===== config.mk =====
export PLATFORM = sky130hd
export DESIGN_NAME = frame_sync_rx
export DESIGN_NICKNAME = d
export VERILOG_FILES = /design/src/rtl/frame_sync_rx_pkg.sv /design/src/rtl/frame_sync_rx_sync_corr.sv /design/src/rtl/frame_sync_rx.sv
export SDC_FILE = /design/constraint.sdc
export NUM_CORES = 1
export LEC_CHECK = 0
export ABC_AREA = 1
export CORE_MARGIN = 10
export CORE_UTILIZATION = 65
export CTS_CLUSTER_SIZE = 25
export DETAILED_ROUTE_END_ITERATION = 6
export HOLD_SLACK_MARGIN = 0.05
export PLACE_DENSITY = 0.95
export SLEW_MARGIN = 0
export SYNTH_ARGS = -nofsm -noshare
export SYNTH_HDL_FRONTEND = slang
export SYNTH_SLANG_ARGS = --single-unit
export TNS_END_PERCENT = 30

===== constraint.sdc =====
create_clock -name clk -period 7.9 [get_ports clk]
set_input_delay 0.79 -clock clk [delete_from_list [all_inputs] [get_ports clk]]
set_output_delay 0.79 -clock clk [all_outputs]
set_load 0.005 [all_outputs]

===== src/rtl/frame_sync_rx_pkg.sv =====
// Shared types and defaults for the frame sync receiver.
package rx_pkg;

    typedef enum logic [1:0] {
        HUNT    = 2'd0,
        PAYLOAD = 2'd1,
        DONE    = 2'd2
    } state_t;

    localparam int              DEF_NDATA     = 128;
    localparam int              DEF_SYNC_LEN  = 16;
    localparam logic [15:0]     DEF_SYNC_WORD = 16'hA5F0;

    function automatic int max_i(input int a, input int b);
        return (a > b) ? a : b;
    endfunction

endpackage


===== src/rtl/frame_sync_rx_sync_corr.sv =====
// Sync-word correlator: flags a match when the shifted history is within
// MAX_ERR bit errors of the sync word.
module sync_corr
    import rx_pkg::*;
#(
    parameter int                  SYNC_LEN  = DEF_SYNC_LEN,
    parameter logic [SYNC_LEN-1:0] SYNC_WORD = DEF_SYNC_WORD,
    parameter int                  MAX_ERR   = 0
) (
    input  logic [SYNC_LEN-1:0] hist_next,
    output logic                match
);

    localparam int CW = $clog2(SYNC_LEN + 1);

    logic [SYNC_LEN-1:0] diff;
    logic [CW-1:0]       errs;

    assign diff = hist_next ^ SYNC_WORD;

    always_comb begin
        errs = '0;
        for (int i = 0; i < SYNC_LEN; i++)
            errs = errs + CW'(diff[i]);
    end

    assign match = (32'(errs) <= 32'(MAX_ERR));

endmodule


===== src/rtl/frame_sync_rx.sv =====
// Hunts for a sync word, then streams NDATA payload bits into a downstream
// SIPO shift register and flags frame completion or inter-bit timeout.
module frame_sync_rx
    import rx_pkg::*;
#(
    parameter int                  NDATA     = DEF_NDATA,
    parameter int                  SYNC_LEN  = DEF_SYNC_LEN,
    parameter logic [SYNC_LEN-1:0] SYNC_WORD = DEF_SYNC_WORD,
    parameter int                  MAX_ERR   = 0,
    parameter int                  TIMEOUT   = 1024
) (
    input  logic       clk,
    input  logic       rst,
    input  logic       bit_in,
    input  logic       bit_vld,
    output logic       sr_din,
    output logic       sr_ena_n,
    output logic       frame_done,
    output logic       frame_err,
    output logic       busy,
    output logic [7:0] sync_hits
);

    localparam int CW = $clog2(max_i(NDATA, TIMEOUT) + 1);

    state_t              state;
    logic [SYNC_LEN-1:0] hist;
    logic [SYNC_LEN-1:0] hist_next;
    logic [SYNC_LEN-1:0] hist_fresh;
    logic [CW-1:0]       bit_cnt;
    logic [CW-1:0]       tmo_cnt;
    logic                match;

    assign hist_next  = {hist[SYNC_LEN-2:0], bit_in};
    // history restarting from zero, keeping a bit that arrives on the frame boundary
    assign hist_fresh = bit_vld ? {{(SYNC_LEN-1){1'b0}}, bit_in} : '0;

    sync_corr #(
        .SYNC_LEN  (SYNC_LEN),
        .SYNC_WORD (SYNC_WORD),
        .MAX_ERR   (MAX_ERR)
    ) u_corr (
        .hist_next (hist_next),
        .match     (match)
    );

    always_ff @(posedge clk or negedge rst) begin
        if (!rst) begin
            state      <= HUNT;
            hist       <= '0;
            bit_cnt    <= '0;
            tmo_cnt    <= '0;
            sr_din     <= 1'b0;
            sr_ena_n   <= 1'b1;
            frame_done <= 1'b0;
            frame_err  <= 1'b0;
            busy       <= 1'b0;
            sync_hits  <= '0;
        end else begin
            sr_ena_n   <= 1'b1;
            frame_done <= 1'b0;
            frame_err  <= 1'b0;
            case (state)
                HUNT: begin
                    if (bit_vld) begin
                        hist <= hist_next;
                        if (match) begin
                            state   <= PAYLOAD;
                            busy    <= 1'b1;
                            bit_cnt <= '0;
                            tmo_cnt <= '0;
                            if (sync_hits != 8'hFF)
                                sync_hits <= sync_hits + 8'd1;
                        end
                    end
                end
                PAYLOAD: begin
                    // last shift strobe has just been issued; shift register now full
                    if (bit_cnt == CW'(NDATA)) begin
                        state      <= DONE;
                        frame_done <= 1'b1;
                        hist       <= hist_fresh;
                    end else if (bit_vld) begin
                        sr_din   <= bit_in;
                        sr_ena_n <= 1'b0;
                        bit_cnt  <= bit_cnt + 1'b1;
                        tmo_cnt  <= '0;
                    end else if (tmo_cnt == CW'(TIMEOUT - 1)) begin
                        state     <= HUNT;
                        frame_err <= 1'b1;
                        busy      <= 1'b0;
                        hist      <= '0;
                    end else begin
                        tmo_cnt <= tmo_cnt + 1'b1;
                    end
                end
                DONE: begin
                    state <= HUNT;
                    busy  <= 1'b0;
                    if (bit_vld)
                        hist <= hist_next;
                end
                default: begin
                    state <= HUNT;
                    busy  <= 1'b0;
                    hist  <= '0;
                end
            endcase
        end
    end

endmodule


=== Word-level counts from Yosys, hierarchy flattened ===
Index checks and enable logic that the tools add are counted.

* Flip-flop bits (word level): 52
* Memories kept: 0
* Output and inout port bits: 13
* Latch bits: 0
* Memory bits (writable): 0
* ROM bits: 0
* Word-level logic and storage cells: 92

* Eq/ne operators: 15
* Shift operators: 0
* Bitwise logic cells: 2
* $lt $le $gt $ge: 1
* Add/subtract/negate cells: 18
* Reduce and logical (&&, ||, !) cells: 10
* Muxes and demuxes: 36
* Multiply operators: 0
* Div/mod/pow operators: 0

{| class="wikitable"
|+ Operators by type and width
! cell !! count
|-
| 11-bit two-way mux || 7
|-
| 5-bit by 1-bit adder with 5-bit output || 13
|-
| 15-bit two-way mux || 4
|-
| 11-bit one-hot mux with 2 select lines || 2
|-
| 15-bit one-hot mux with 2 select lines || 1
|-
| 11-bit by 1-bit adder with 11-bit output, second input constant || 2
|-
| 1-bit two-way mux || 15
|-
| 5-bit AND reduction || 3
|-
| 2-bit != test, second input constant || 6
|-
| 11-bit by 10-bit equality test with 1-bit output, second input constant || 1
|-
| 11-bit by 8-bit equality test with 1-bit output, second input constant || 1
|-
| 2-bit two-way mux || 5
|-
| 3-bit != test, second input constant || 3
|-
| 8-bit by 1-bit adder with 8-bit output, second input constant || 1
|-
| 8-bit != test, second input constant || 1
|-
| 8-bit inverter || 1
|-
| 4-bit AND reduction || 2
|-
| 3-bit AND reduction || 2
|-
| 5-bit by 1-bit less-or-equal comparator with 1-bit output, second input constant || 1
|-
| 2-bit one-hot mux with 2 select lines || 1
|-
| 2-bit by 1-bit adder with 3-bit output || 1
|-
| 1-bit by 1-bit adder with 2-bit output || 1
|-
| 2-bit by 1-bit equality test with 1-bit output, second input constant || 1
|-
| 2-bit equality test, second input constant || 1
|-
| other kinds (6) || 6
|}

=== Longest topological paths before layout ===
* Word-level depth: 19
* Depth in mapped cells: 21
* Depth with buffers taken out: 20

=== By module ===
From an unflattened synthesis, not the netlist that was laid out.

* Cells, all modules: 395
* Area, all modules: 3176.8 µm²

{| class="wikitable"
|+ Modules (own cells, without submodules)
! module !! area each (µm²) !! cells an instance !! instances
|-
| frame_sync_rx || 2806.4 || 353 || 1
|-
| sync_corr || 370.4 || 42 || 1
|}

=== Worst setup path before layout ===
OpenSTA, ideal clock, no wires.

* Path type: input to register
* Start point: input port bit_in
* End point: register sync_hits[3]
* Required time: 7783 ps
* Stages: 17
* Arrival: 4768 ps
* Library setup time: 117 ps
* Slack: 3015 ps
* Path buffers: 0
* Cell sequence: inv_1 -> fa_1 -> fa_1 -> fa_1 -> fa_1 -> fa_1 -> inv_1 -> ha_1 -> fa_1 -> nor2_1 -> nand2_1 -> nor2_1 -> nand2_1 -> nor2_1 -> nand2_2 -> nand2_1 -> nand2_1

* Word-level cells in the longest chain between the ends: 17

{| class="wikitable"
|+ Ends and longest elaborated chain
! what !! RTL line !! RTL
|-
| from (decl) || frame_sync_rx.sv:14 || <nowiki>input logic bit_in,</nowiki>
|-
| 1-bit by 1-bit adder with 2-bit output || frame_sync_rx_sync_corr.sv:24 || <nowiki>errs = errs + CW'(diff[i]);</nowiki>
|-
| 2-bit by 1-bit adder with 3-bit output || frame_sync_rx_sync_corr.sv:24 ||
|-
| 5-bit by 1-bit adder with 5-bit output (13 in series) || frame_sync_rx_sync_corr.sv:24 ||
|-
| 5-bit by 1-bit less-or-equal comparator with 1-bit output || frame_sync_rx_sync_corr.sv:27 || <nowiki>assign match = (32'(errs) <= 32'(MAX_ERR));</nowiki>
|-
| 4-bit AND reduction (no line) || -- ||
|-
| to (signal assigned) || frame_sync_rx.sv:73 || <nowiki>sync_hits <= sync_hits + 8'd1;</nowiki>
|-
| to (decl) || frame_sync_rx.sv:21 || <nowiki>output logic [7:0] sync_hits</nowiki>
|}

Every way passes these cells.
A chain may end at the register's enable or synchronous reset.

=== Worst setup path after layout ===
* Start point: input port bit_in
* End point: register bit_cnt[7]

* Word-level cells in the longest chain between the ends: 18

{| class="wikitable"
|+ Ends and longest elaborated chain
! what !! RTL line !! RTL
|-
| 1-bit by 1-bit adder with 2-bit output || frame_sync_rx_sync_corr.sv:24 ||
|-
| 2-bit by 1-bit adder with 3-bit output || frame_sync_rx_sync_corr.sv:24 ||
|-
| 5-bit by 1-bit adder with 5-bit output (13 in series) || frame_sync_rx_sync_corr.sv:24 ||
|-
| 5-bit by 1-bit less-or-equal comparator with 1-bit output || frame_sync_rx_sync_corr.sv:27 ||
|-
| 2-bit != test (no line) || -- ||
|-
| 5-bit AND reduction (no line) || -- ||
|-
| to (signal assigned) || frame_sync_rx.sv:86 || <nowiki>bit_cnt <= bit_cnt + 1'b1;</nowiki>
|-
| to (decl) || frame_sync_rx.sv:30 || <nowiki>logic [CW-1:0] bit_cnt;</nowiki>
|}

Every way passes these cells.

==> flow_summary.yaml <==
floorplanning:
  dieArea_sq_um: 8360
  initial_utilization: 0.688
  fp.dieH_microns: 91.4
  dieWidth_microns: 91.4
  core_area_sq_um: 4820
  rows: 25
  pin_count: 17
setup_path:
  r2r-start: "hist[0]"
  reg2reg_depth: 18
  startpoint_type: "input port"
  regToRegSetupSlack_ns: 2.88
  critPathMaxFanout: 12
  reg2reg_to: "bit_cnt[7]"
  arrival_ns: 5.83
  critical_path_class: "input port to flop"
  required_ns: 8.14
  end_kind: "flop"
clock_network:
  cts_made_buffers: 5
  postCtsSetupBuffers: 0
  clock_latency_ns: 0.31
  clock-sinks: 52
  htree_levels: 2
  post_cts_resized: 0
  clkTransAtPathRegs_ns: 0.10
  clk_path_buf_depth: 2
  hold_buffers: 0
  cts_root_buf: "clkbuf_8"
  tritoncts: "done"
sta:
  skew_ns: 0.00947
  period_needed_ns: 5.59
  worst_pin_slew_ns: 0.666
  clock.fmax_mhz: 179
  setup_tns_ns: 0
  rsz0062_at_grt: "false"
  setup_viol: 0
  fin_ws_ns: 2.31
  report.final.hold_viol_count: 0
  relSlewSlack: 0.556
  finalCritPeriodShare: 0.708
  hold_slack_ns: 0.500
  slew_violations: 0
synthesis:
  syn_nets: 441
  yosysUniqueCellTypes: 30
  synth_cells: 418
  synth_top_area_cell: "dfrtp_1"
  synth_edf_count: 0
  yosysWarnings: 0
  yosysSeqAreaShare: 0.393
  synth.ff_latch_count: 52
  synthTopCellsByArea: "dfrtp_1, nand2_1, fa_1"
  synth.avg_cell_area_sq_um: 7.93
  yosys.area.top_type_share: 0.385
  async_flop_share: 1.00
  yosys-top-cells-count: "nand2_1, dfrtp_1, inv_1, nor2_1, nand3_1"
  ys.flop_type: "dfrtp_1"
  synth_most_common_cell: "nand2_1"
  netlist_area_sq_um: 3310
placed_design:
  portBuffers: 16
  dpl.hpwl_microns: 4790
  dp_slack_ns: 2.01
  gp_congestion: 0.833
min_path:
  whs_path_depth: 2
  min_path_type: "flop to flop"
  holdCritStartpoint: "hist[14]"
  hold_end: "hist[14]"
job:
  drv_cap: 0
cells_and_area:
  seq_area_sq_um: 1300
  drive_gt1_frac: 0.118
  n_fill_cell: 367
  multi_input_area_sq_um: 1740
  diodes: 0
  finalNetCount: 453
  area_growth_pct: 7.21
route:
  ant_nets: 0
  first_pass_iters: 4
  vias: 2622
  viasPerCell: 5.27
  drc_errors: 0
  drt-initial-drc-count: 153
  avgRoutedWirePerCell_microns: 13.0
  wirelength_microns: 6470
grt:
  grt_pass1_vias: 2657
  grt_usage: 0.165
  grt_pass1_wl_microns: 11700
  overflow: 0
  antenna_found_initial: 0
  grt_max_degree: 53
status:
  status: "completed"
metrics by stage:
stage,cells,utilization,area (sq um)
after global placement,490,0.719,3470
after detailed placement,490,0.719,3470
after CTS,498,0.738,3550
after global routing,498,0.738,3550
final,498,0.738,3550
after floorplan,418,-,3310
critical path: stages:
cell and delay (ns):
clkdlybuf4s50_1 0.48, inv_1 0.07, fa_1 0.55, fa_1 0.44, fa_1 0.56, fa_1 0.45
fa_1 0.50, inv_1 0.05, ha_1 0.20, fa_1 0.44, nor2_1 0.10, nand2_1 0.06
nor2_1 0.15, nand2_1 0.12, nand2_2 0.11, nand2_1 0.08, nor2_2 0.46, nand2_1 0.13
o21ai_2 0.08
cells by family (layout without fill, tap and decap cells):
logic type,Yosys count,in the layout,share of synthesized area
fa+ha+maj,19,19,0.0944
simple gates,248,248,0.329
flops,52,52,0.393
buf+inv,59,72,0.0819
compound gates,24,24,0.0593
xor+xnor,16,16,0.0423
per-layer routing:
metal / global-route usage / share of wire
met5: 0 / 0
met4: 0.0574 / 0.015
met3: 0.0420 / 0.046
met2: 0.278 / 0.50
met1: 0.199 / 0.44
worst max-delay path by stage:
stage                 from           end  slack, ns  cells after the start
finish              bit_in    bit_cnt[7]       2.31                     19
global route        bit_in    bit_cnt[3]       1.97                     19
CTS                 bit_in    bit_cnt[7]       2.30                     19
detailed placement  bit_in    bit_cnt[7]       2.01                     19
global placement    bit_in    bit_cnt[7]       2.15                     19
floorplan           bit_in  sync_hits[3]       3.02                     17
layout make-up:
class | count | area share
clock buffer | 5 | 0.0194
clock inverter | 3 | 0.00528
inverter | 47 | 0.0496
multi-input combinational | 307 | 0.490
sequential | 52 | 0.367
tap | 67 | 0.0236
timing repair buffer | 17 | 0.0458
cell usage in the layout, fill, tap and decap left out, types with 2 or more instances in the layout:
cell type,count
dfrtp_1,51
nor3_1,9
nand3b_1,2
clkinv_2,2
nor2_2,4
nand2_2,5
xnor2_1,4
clkdlybuf4s50_1,15
xor2_1,12
fa_1,10
nand4_1,6
nand2_1,148
o21ai_0,3
o21ai_2,19
ha_1,9
nor2_1,39
nor2_4,4
nand3_1,26
inv_2,4
inv_1,43
clkbuf_8,5
sequential cells by signal (all words and copies together) (netlist names), 2 cells and up:
register / cells
bit_cnt: 11
sync_hits: 8
tmo_cnt: 11
hist: 15
state: 2
Power is left out: the tool's default activity adds up to more than one toggle a clock period on the data nets, which glitch-free logic cannot reach.
